**src/rtl/project_select_ctrl_if.sv**
```systemverilog
// Wishbone slave bundle for the project-select control register.
// The master modport drives the request side; the slave modport answers with ack/data.
interface project_select_ctrl_if;
   logic        wbs_stb_i;
   logic        wbs_cyc_i;
   logic        wbs_we_i;
   logic [3:0]  wbs_sel_i;
   logic [31:0] wbs_dat_i;
   logic [31:0] wbs_adr_i;
   logic        cfg_ack_o;
   logic [31:0] cfg_dat_o;

   modport master (
      output wbs_stb_i, wbs_cyc_i, wbs_we_i, wbs_sel_i, wbs_dat_i, wbs_adr_i,
      input  cfg_ack_o, cfg_dat_o
   );

   modport slave (
      input  wbs_stb_i, wbs_cyc_i, wbs_we_i, wbs_sel_i, wbs_dat_i, wbs_adr_i,
      output cfg_ack_o, cfg_dat_o
   );
endinterface

```
**src/rtl/project_select_ctrl.sv**
```systemverilog
// Selects one of several hosted user projects, gating clocks and sequencing a reset
// pulse on every switch; control comes from a Wishbone register or synchronized pins.
module project_select_ctrl #(
   parameter int unsigned USER_PROJECTS = 4,
   parameter int unsigned CFG_BITS      = $clog2(USER_PROJECTS),
   parameter logic [31:0] CFG_ADDRESS   = 32'h300FFFFC,
   parameter int unsigned RST_CYCLES    = 4
) (
   input  logic                     wb_clk_i,
   input  logic                     wb_rst_i,
   project_select_ctrl_if.slave     wb,
   input  logic [CFG_BITS-1:0]      pin_sel_i,
   output logic [CFG_BITS-1:0]      sel_o,
   output logic [USER_PROJECTS-1:0] clk_en_o,
   output logic [USER_PROJECTS-1:0] proj_rst_o,
   output logic                     switching_o
);

   localparam int unsigned CNT_W = 8;

   typedef enum logic [1:0] {ST_RUN, ST_DRAIN, ST_RESET} state_e;

   state_e                   state_q, state_d;
   logic [CNT_W-1:0]         cnt_q, cnt_d;
   logic [CFG_BITS-1:0]      sel_q, sel_d;
   logic [CFG_BITS-1:0]      reg_sel_q, reg_sel_d;
   logic                     src_q, src_d;
   logic [CFG_BITS-1:0]      sync1_q, sync2_q;
   logic                     live_q;
   logic                     ack_q, ack_d;
   logic [31:0]              dat_q, dat_d;
   logic [USER_PROJECTS-1:0] clk_en_q, clk_en_d;
   logic [USER_PROJECTS-1:0] proj_rst_q, proj_rst_d;
   logic                     switching_q, switching_d;

   logic                     hit;
   logic [31:0]              rdata;
   logic                     pin_ok;
   logic                     target_ok;
   logic [CFG_BITS-1:0]      target;
   logic                     unused_bits;

   function automatic logic [USER_PROJECTS-1:0] onehot(input logic [CFG_BITS-1:0] idx);
      onehot = USER_PROJECTS'(1'b1) << idx;
   endfunction

   assign hit         = wb.wbs_cyc_i & wb.wbs_stb_i & (wb.wbs_adr_i == CFG_ADDRESS);
   assign unused_bits = ^{wb.wbs_sel_i[3:2], wb.wbs_dat_i[31:9]};

   // Register access: single-cycle ack, never back to back; data snapshots pre-write state
   always_comb begin : wb_regs
      ack_d     = hit & ~ack_q;
      reg_sel_d = reg_sel_q;
      src_d     = src_q;
      rdata     = '0;
      rdata[CFG_BITS-1:0] = reg_sel_q;
      rdata[8]            = src_q;
      rdata[16]           = switching_q;
      rdata[31:24]        = 8'(USER_PROJECTS);
      if (ack_d && wb.wbs_we_i) begin
         // Whole low byte is range-checked so out-of-range writes never alias to a valid index
         if (wb.wbs_sel_i[0] && (32'(wb.wbs_dat_i[7:0]) < USER_PROJECTS)) begin
            reg_sel_d = wb.wbs_dat_i[CFG_BITS-1:0];
         end
         if (wb.wbs_sel_i[1]) begin
            src_d = wb.wbs_dat_i[8];
         end
      end
      dat_d = ack_d ? rdata : '0;
   end

   assign pin_ok    = (32'(sync2_q) < USER_PROJECTS);
   assign target    = src_q ? reg_sel_q : sync2_q;
   assign target_ok = src_q | pin_ok;

   // Switch sequencer; outputs are registered from the next-state values
   always_comb begin : fsm_next
      state_d = state_q;
      sel_d   = sel_q;
      cnt_d   = cnt_q;
      case (state_q)
         ST_RUN: begin
            if (target_ok && (target != sel_q)) begin
               state_d = ST_DRAIN;
            end
         end
         ST_DRAIN: begin
            if (!wb.wbs_cyc_i) begin
               if (target_ok) begin
                  sel_d = target;
               end
               cnt_d   = CNT_W'(RST_CYCLES);
               state_d = ST_RESET;
            end
         end
         ST_RESET: begin
            // First cycle after reset release holds the count so the pulse runs with clock enabled
            if (live_q) begin
               cnt_d = (cnt_q == '0) ? '0 : cnt_q - CNT_W'(1);
               if (cnt_q <= CNT_W'(1)) begin
                  state_d = ST_RUN;
               end
            end
         end
         default: state_d = ST_RESET;
      endcase
      switching_d = (state_d != ST_RUN);
      clk_en_d    = onehot(sel_d);
      proj_rst_d  = (state_d == ST_RESET) ? '1 : ~onehot(sel_d);
   end

   always_ff @(posedge wb_clk_i or posedge wb_rst_i) begin
      if (wb_rst_i) begin
         state_q     <= ST_RESET;
         cnt_q       <= CNT_W'(RST_CYCLES);
         sel_q       <= '0;
         reg_sel_q   <= '0;
         src_q       <= 1'b0;
         sync1_q     <= '0;
         sync2_q     <= '0;
         live_q      <= 1'b0;
         ack_q       <= 1'b0;
         dat_q       <= '0;
         clk_en_q    <= '0;
         proj_rst_q  <= '1;
         switching_q <= 1'b1;
      end else begin
         state_q     <= state_d;
         cnt_q       <= cnt_d;
         sel_q       <= sel_d;
         reg_sel_q   <= reg_sel_d;
         src_q       <= src_d;
         sync1_q     <= pin_sel_i;
         sync2_q     <= sync1_q;
         live_q      <= 1'b1;
         ack_q       <= ack_d;
         dat_q       <= dat_d;
         clk_en_q    <= clk_en_d;
         proj_rst_q  <= proj_rst_d;
         switching_q <= switching_d;
      end
   end

   assign sel_o        = sel_q;
   assign clk_en_o     = clk_en_q;
   assign proj_rst_o   = proj_rst_q;
   assign switching_o  = switching_q;
   assign wb.cfg_ack_o = ack_q;
   assign wb.cfg_dat_o = dat_q;

endmodule

```
**src/flat_wrapper.sv**
```systemverilog
// flat-port wrapper written by rule: the top's interface ports become plain ports
module project_select_ctrl_flat 
#(
   parameter int unsigned USER_PROJECTS = 4,
   parameter int unsigned CFG_BITS      = $clog2(USER_PROJECTS),
   parameter logic [31:0] CFG_ADDRESS   = 32'h300FFFFC,
   parameter int unsigned RST_CYCLES    = 4
)
  (wb_clk_i, wb_rst_i, pin_sel_i, sel_o, clk_en_o, proj_rst_o, switching_o, wb_wbs_stb_i, wb_wbs_cyc_i, wb_wbs_we_i, wb_wbs_sel_i, wb_wbs_dat_i, wb_wbs_adr_i, wb_cfg_ack_o, wb_cfg_dat_o);
  project_select_ctrl_if wb_i ();
  input  logic wb_clk_i;
  input  logic wb_rst_i;
  input  logic [CFG_BITS-1:0] pin_sel_i;
  output logic [CFG_BITS-1:0] sel_o;
  output logic [USER_PROJECTS-1:0] clk_en_o;
  output logic [USER_PROJECTS-1:0] proj_rst_o;
  output logic switching_o;
  input wire logic [$bits(wb_i.wbs_stb_i)-1:0] wb_wbs_stb_i;
  input wire logic [$bits(wb_i.wbs_cyc_i)-1:0] wb_wbs_cyc_i;
  input wire logic [$bits(wb_i.wbs_we_i)-1:0] wb_wbs_we_i;
  input wire logic [$bits(wb_i.wbs_sel_i)-1:0] wb_wbs_sel_i;
  input wire logic [$bits(wb_i.wbs_dat_i)-1:0] wb_wbs_dat_i;
  input wire logic [$bits(wb_i.wbs_adr_i)-1:0] wb_wbs_adr_i;
  output wire logic [$bits(wb_i.cfg_ack_o)-1:0] wb_cfg_ack_o;
  output wire logic [$bits(wb_i.cfg_dat_o)-1:0] wb_cfg_dat_o;
  assign wb_i.wbs_stb_i = wb_wbs_stb_i;
  assign wb_i.wbs_cyc_i = wb_wbs_cyc_i;
  assign wb_i.wbs_we_i = wb_wbs_we_i;
  assign wb_i.wbs_sel_i = wb_wbs_sel_i;
  assign wb_i.wbs_dat_i = wb_wbs_dat_i;
  assign wb_i.wbs_adr_i = wb_wbs_adr_i;
  assign wb_cfg_ack_o = wb_i.cfg_ack_o;
  assign wb_cfg_dat_o = wb_i.cfg_dat_o;
  project_select_ctrl #(.USER_PROJECTS(USER_PROJECTS), .CFG_BITS(CFG_BITS), .CFG_ADDRESS(CFG_ADDRESS), .RST_CYCLES(RST_CYCLES)) u_core (.wb_clk_i(wb_clk_i), .wb_rst_i(wb_rst_i), .wb(wb_i), .pin_sel_i(pin_sel_i), .sel_o(sel_o), .clk_en_o(clk_en_o), .proj_rst_o(proj_rst_o), .switching_o(switching_o));
endmodule
```
**config.mk**
```make
export PLATFORM = sky130hd
export DESIGN_NAME = project_select_ctrl_flat
export DESIGN_NICKNAME = d
export VERILOG_FILES = /design/src/rtl/project_select_ctrl_if.sv /design/src/rtl/project_select_ctrl.sv /design/src/flat_wrapper.sv
export SDC_FILE = /design/constraint.sdc
export NUM_CORES = 1
export LEC_CHECK = 0
export BUFFER_PORTS_ARGS = -buffer_cell sky130_fd_sc_hd__buf_4
export CORE_MARGIN = 2
export CORE_UTILIZATION = 38
export CTS_BUF_LIST = sky130_fd_sc_hd__clkbuf_8
export CTS_CLUSTER_DIAMETER = 80
export DETAILED_ROUTE_END_ITERATION = 10
export PLACE_DENSITY_LB_ADDON = 0.3
export SYNTH_ARGS = -nofsm -noshare
export SYNTH_HDL_FRONTEND = slang
export SYNTH_SLANG_ARGS = --single-unit
```
**constraint.sdc**
```tcl
create_clock -name wb_clk_i -period 1.48 [get_ports wb_clk_i]
set_input_delay 0.296 -clock wb_clk_i [delete_from_list [all_inputs] [get_ports wb_clk_i]]
set_output_delay 0.296 -clock wb_clk_i [all_outputs]
set_load 0.05 [all_outputs]
```
==> results.json <==
{
  "clock_latency_ps": 280,
  "cts_buffer_depth": 2,
  "p_sw_mw": 1.67,
  "final_cell_count_no_fill": 299,
  "yosysWarnings": 0,
  "ant_nets": 0,
  "arrival_ps": 1670,
  "outcome": "complete, but fails checks",
  "cts.sinks": 34,
  "max_clock_freq_mhz": 664,
  "post-place-ws_ps": -219,
  "areaGrowthSynthToFinish_pct": 42.8,
  "clkPwrFrac_pct": 17.2,
  "die_h_um": 71.5,
  "ys_types": 45,
  "synthCells": 156,
  "cts_tree": "built",
  "ys_ff_latch": 34,
  "cts_root_buf": "clkbuf_8",
  "ys_seq_area_share_pct": 49.6,
  "coreArea_um2": 4380,
  "die_w_um": 71.5,
  "p_int_mw": 2.34,
  "drive_above_1_share_pct": 49.8,
  "crit_required_ps": 1640,
  "firstDrtPassIters": 4,
  "dp_hpwl_um": 2650,
  "combPwrFrac_pct": 48.2,
  "num_vias": 1353,
  "place_inst": 285,
  "hp-class": "in -> async",
  "syn_area_um2": 1730,
  "grt_max_degree": 35,
  "p_seq_share_pct": 34.6,
  "setup-violations-final": 2,
  "period_needed_ps": 1510,
  "yosys-top-cells-area": "dfrtp_1 (39%), buf_4 (12%), dfstp_2 (11%)",
  "grt.total_usage_pct": 12.8,
  "power_leakage_nw": 1.26,
  "cp-start-kind": "flip-flop",
  "vias_per_cell": 4.53,
  "violations": "setup timing",
  "end_kind": "flip-flop",
  "row_count": 24,
  "grt_pass1_wl_um": 5100,
  "synth.largest_area_cell": "dfrtp_1",
  "drt_iter0_drc": 41,
  "reg2reg_slack_ps": -30,
  "vdd_drop_max_v": 0.00144,
  "finClkSkew_ps": 2.75,
  "powerDensity_nw_per_um2": 1620,
  "yosys-top-cells-count": "buf_4 (28), dfrtp_1 (27), nor2_1 (13)",
  "finalHoldViolCount": 0,
  "fin_crit_sh_pct": 102,
  "antenna_found_initial": 0,
  "synth_top_area_share_pct": 39.0,
  "slew_viol_final": 0,
  "timing.final.ws_setup_ps": -25.3,
  "post-route-drc-count": 0,
  "die_area_um2": 5120,
  "routedWlPerCell_um": 11.5,
  "rr_worst_depth": 5,
  "drv_cap": 0,
  "grt-ovfl-total": 0,
  "start_util_pct": 39.5,
  "synth_edf_count": 0,
  "htreeDepth": 2,
  "numCtsBuffers": 5,
  "place_congestion": 0.783,
  "antenna_cells": 0,
  "yosysMostFrequentCell": "buf_4",
  "clk_pin_slew_ps": 70,
  "path_class": "reg -> reg",
  "final_nets": 323,
  "syn_area_per_cell_um2": 11.1,
  "crit_fanout": 2,
  "io_buffer_count": 66,
  "async_flop_share_pct": 100,
  "p_sw_share_pct": 41.6,
  "grt_pass1_vias": 1146,
  "rsz0062_at_grt": "yes",
  "totalWireLength_um": 3430,
  "num_io_pins": 119,
  "synthFlopType": "dfrtp_1"
}
-- path summary, 6_finish.rpt --
kind                                    startpoint              endpoint
setup reg to reg           u_core.wb.cfg_dat_o[26]   u_core.reg_sel_q[0]
min in group wb_clk_i                 pin_sel_i[1]     u_core.sync1_q[1]
setup / recovery           u_core.wb.cfg_dat_o[26]   u_core.reg_sel_q[0]
hold reg to reg                  u_core.sync1_q[1]     u_core.sync2_q[1]
max in group asynchronous                 wb_rst_i  u_core.proj_rst_o[0]
hold / removal                            wb_rst_i          u_core.src_q
-- power by group through the flow --
stage                     sequential, mW  combinational (mW)  clock (mW)
after global routing                1.42                2.11       0.754
after floorplan                     1.79               0.889           0
after global placement              1.39                1.79           0
after CTS                           1.39                1.82       0.717
after detailed placement            1.40                1.81           0
final                               1.39                1.94       0.692
-- state kept, by name (all words and copies together), names as in the netlist --
name	flops
u_core.sync2_q	2
u_core.live_q	1
u_core.state_q	2
u_core.reg_sel_q	2
u_core.src_q	1
u_core.sel_o	2
u_core.clk_en_o	4
u_core.wb.cfg_dat_o	5
u_core.switching_o	1
u_core.proj_rst_o	4
u_core.cnt_q	8
u_core.sync1_q	2
-- critical path, stage by stage (launching register included) --
cell and delay [ps]:
dfrtp_2 420, nor4_4 140, nand4_2 160, buf_6 160
nor4_4 160, mux2_1 340
-- per-layer routing --
metal | track usage [%] | share of wire [%] | vias to the layer above
met1 | 16.8 | 41 | 639
met2 | 19.4 | 50 | 53
met5 | 0 | 0 | -
met3 | 3.80 | 7.3 | 4
met4 | 5.66 | 1.3 | 0
li1 | - | - | 657
-- kinds of logic after synthesis --
family          Yosys count  synth area share, %
other cells               2                0.433
buf+inv                  34                 13.5
fa+ha+maj                 2                 1.44
simple gates             56                 21.1
flops                    34                 49.6
mux                       7                 4.98
xor+xnor                  6                 3.03
compound gates           15                 5.92
-- placed cells by master (no fill, tap or decap), types with 2 or more instances in the layout --
| cell type | synthesis | routed |
|---|---|---|
| and2_1 | 5 | 5 |
| and4_1 | 2 | 2 |
| buf_4 | 28 | 84 |
| buf_6 | 0 | 2 |
| clkbuf_8 | 0 | 6 |
| conb_1 | 2 | 28 |
| dfrtp_1 | 27 | 26 |
| dfstp_2 | 7 | 7 |
| inv_1 | 5 | 5 |
| mux2_1 | 3 | 3 |
| mux2_2 | 2 | 2 |
| mux2_4 | 2 | 2 |
| nand2_1 | 10 | 10 |
| nand2b_1 | 2 | 2 |
| nand4_1 | 2 | 2 |
| nor2_1 | 13 | 12 |
| nor2_2 | 1 | 2 |
| nor2b_2 | 2 | 2 |
| nor3_1 | 3 | 3 |
| nor4_4 | 1 | 2 |
| o2111ai_1 | 2 | 2 |
| o211ai_1 | 2 | 2 |
| o21ai_0 | 4 | 4 |
| xor2_1 | 5 | 5 |
-- per-stage QoR --
stage	TNS (ps)	util, %	area, um2	hold WS (ps)	power, mW
detailed placement	-1140	52.2	2290	336	3.21
CTS	-152	54.8	2400	110	3.92
finish	-45.9	56.4	2470	97.8	4.02
floorplan	-232	-	1840	327	2.68
global placement	-893	52.2	2290	335	3.19
global route	-281	56.4	2470	113	4.27
-- layout make-up --
type	instances	area, um2
clock inverter	2	12.5
tap	52	65.1
multi-input combinational	114	782
clock buffer	6	82.6
inverter	5	18.8
sequential	34	861
fill	389	1910
timing repair buffer	86	653
-- what timing repair did --
item,CTS,global route
setup buffers,1,5
hold buffers,0,0
setup endpoints to repair,2,15
endpoints found under the hold margin,0,0
resized for setup,3,7
pin swaps,3,2
Power figures use the tool's default switching activity.
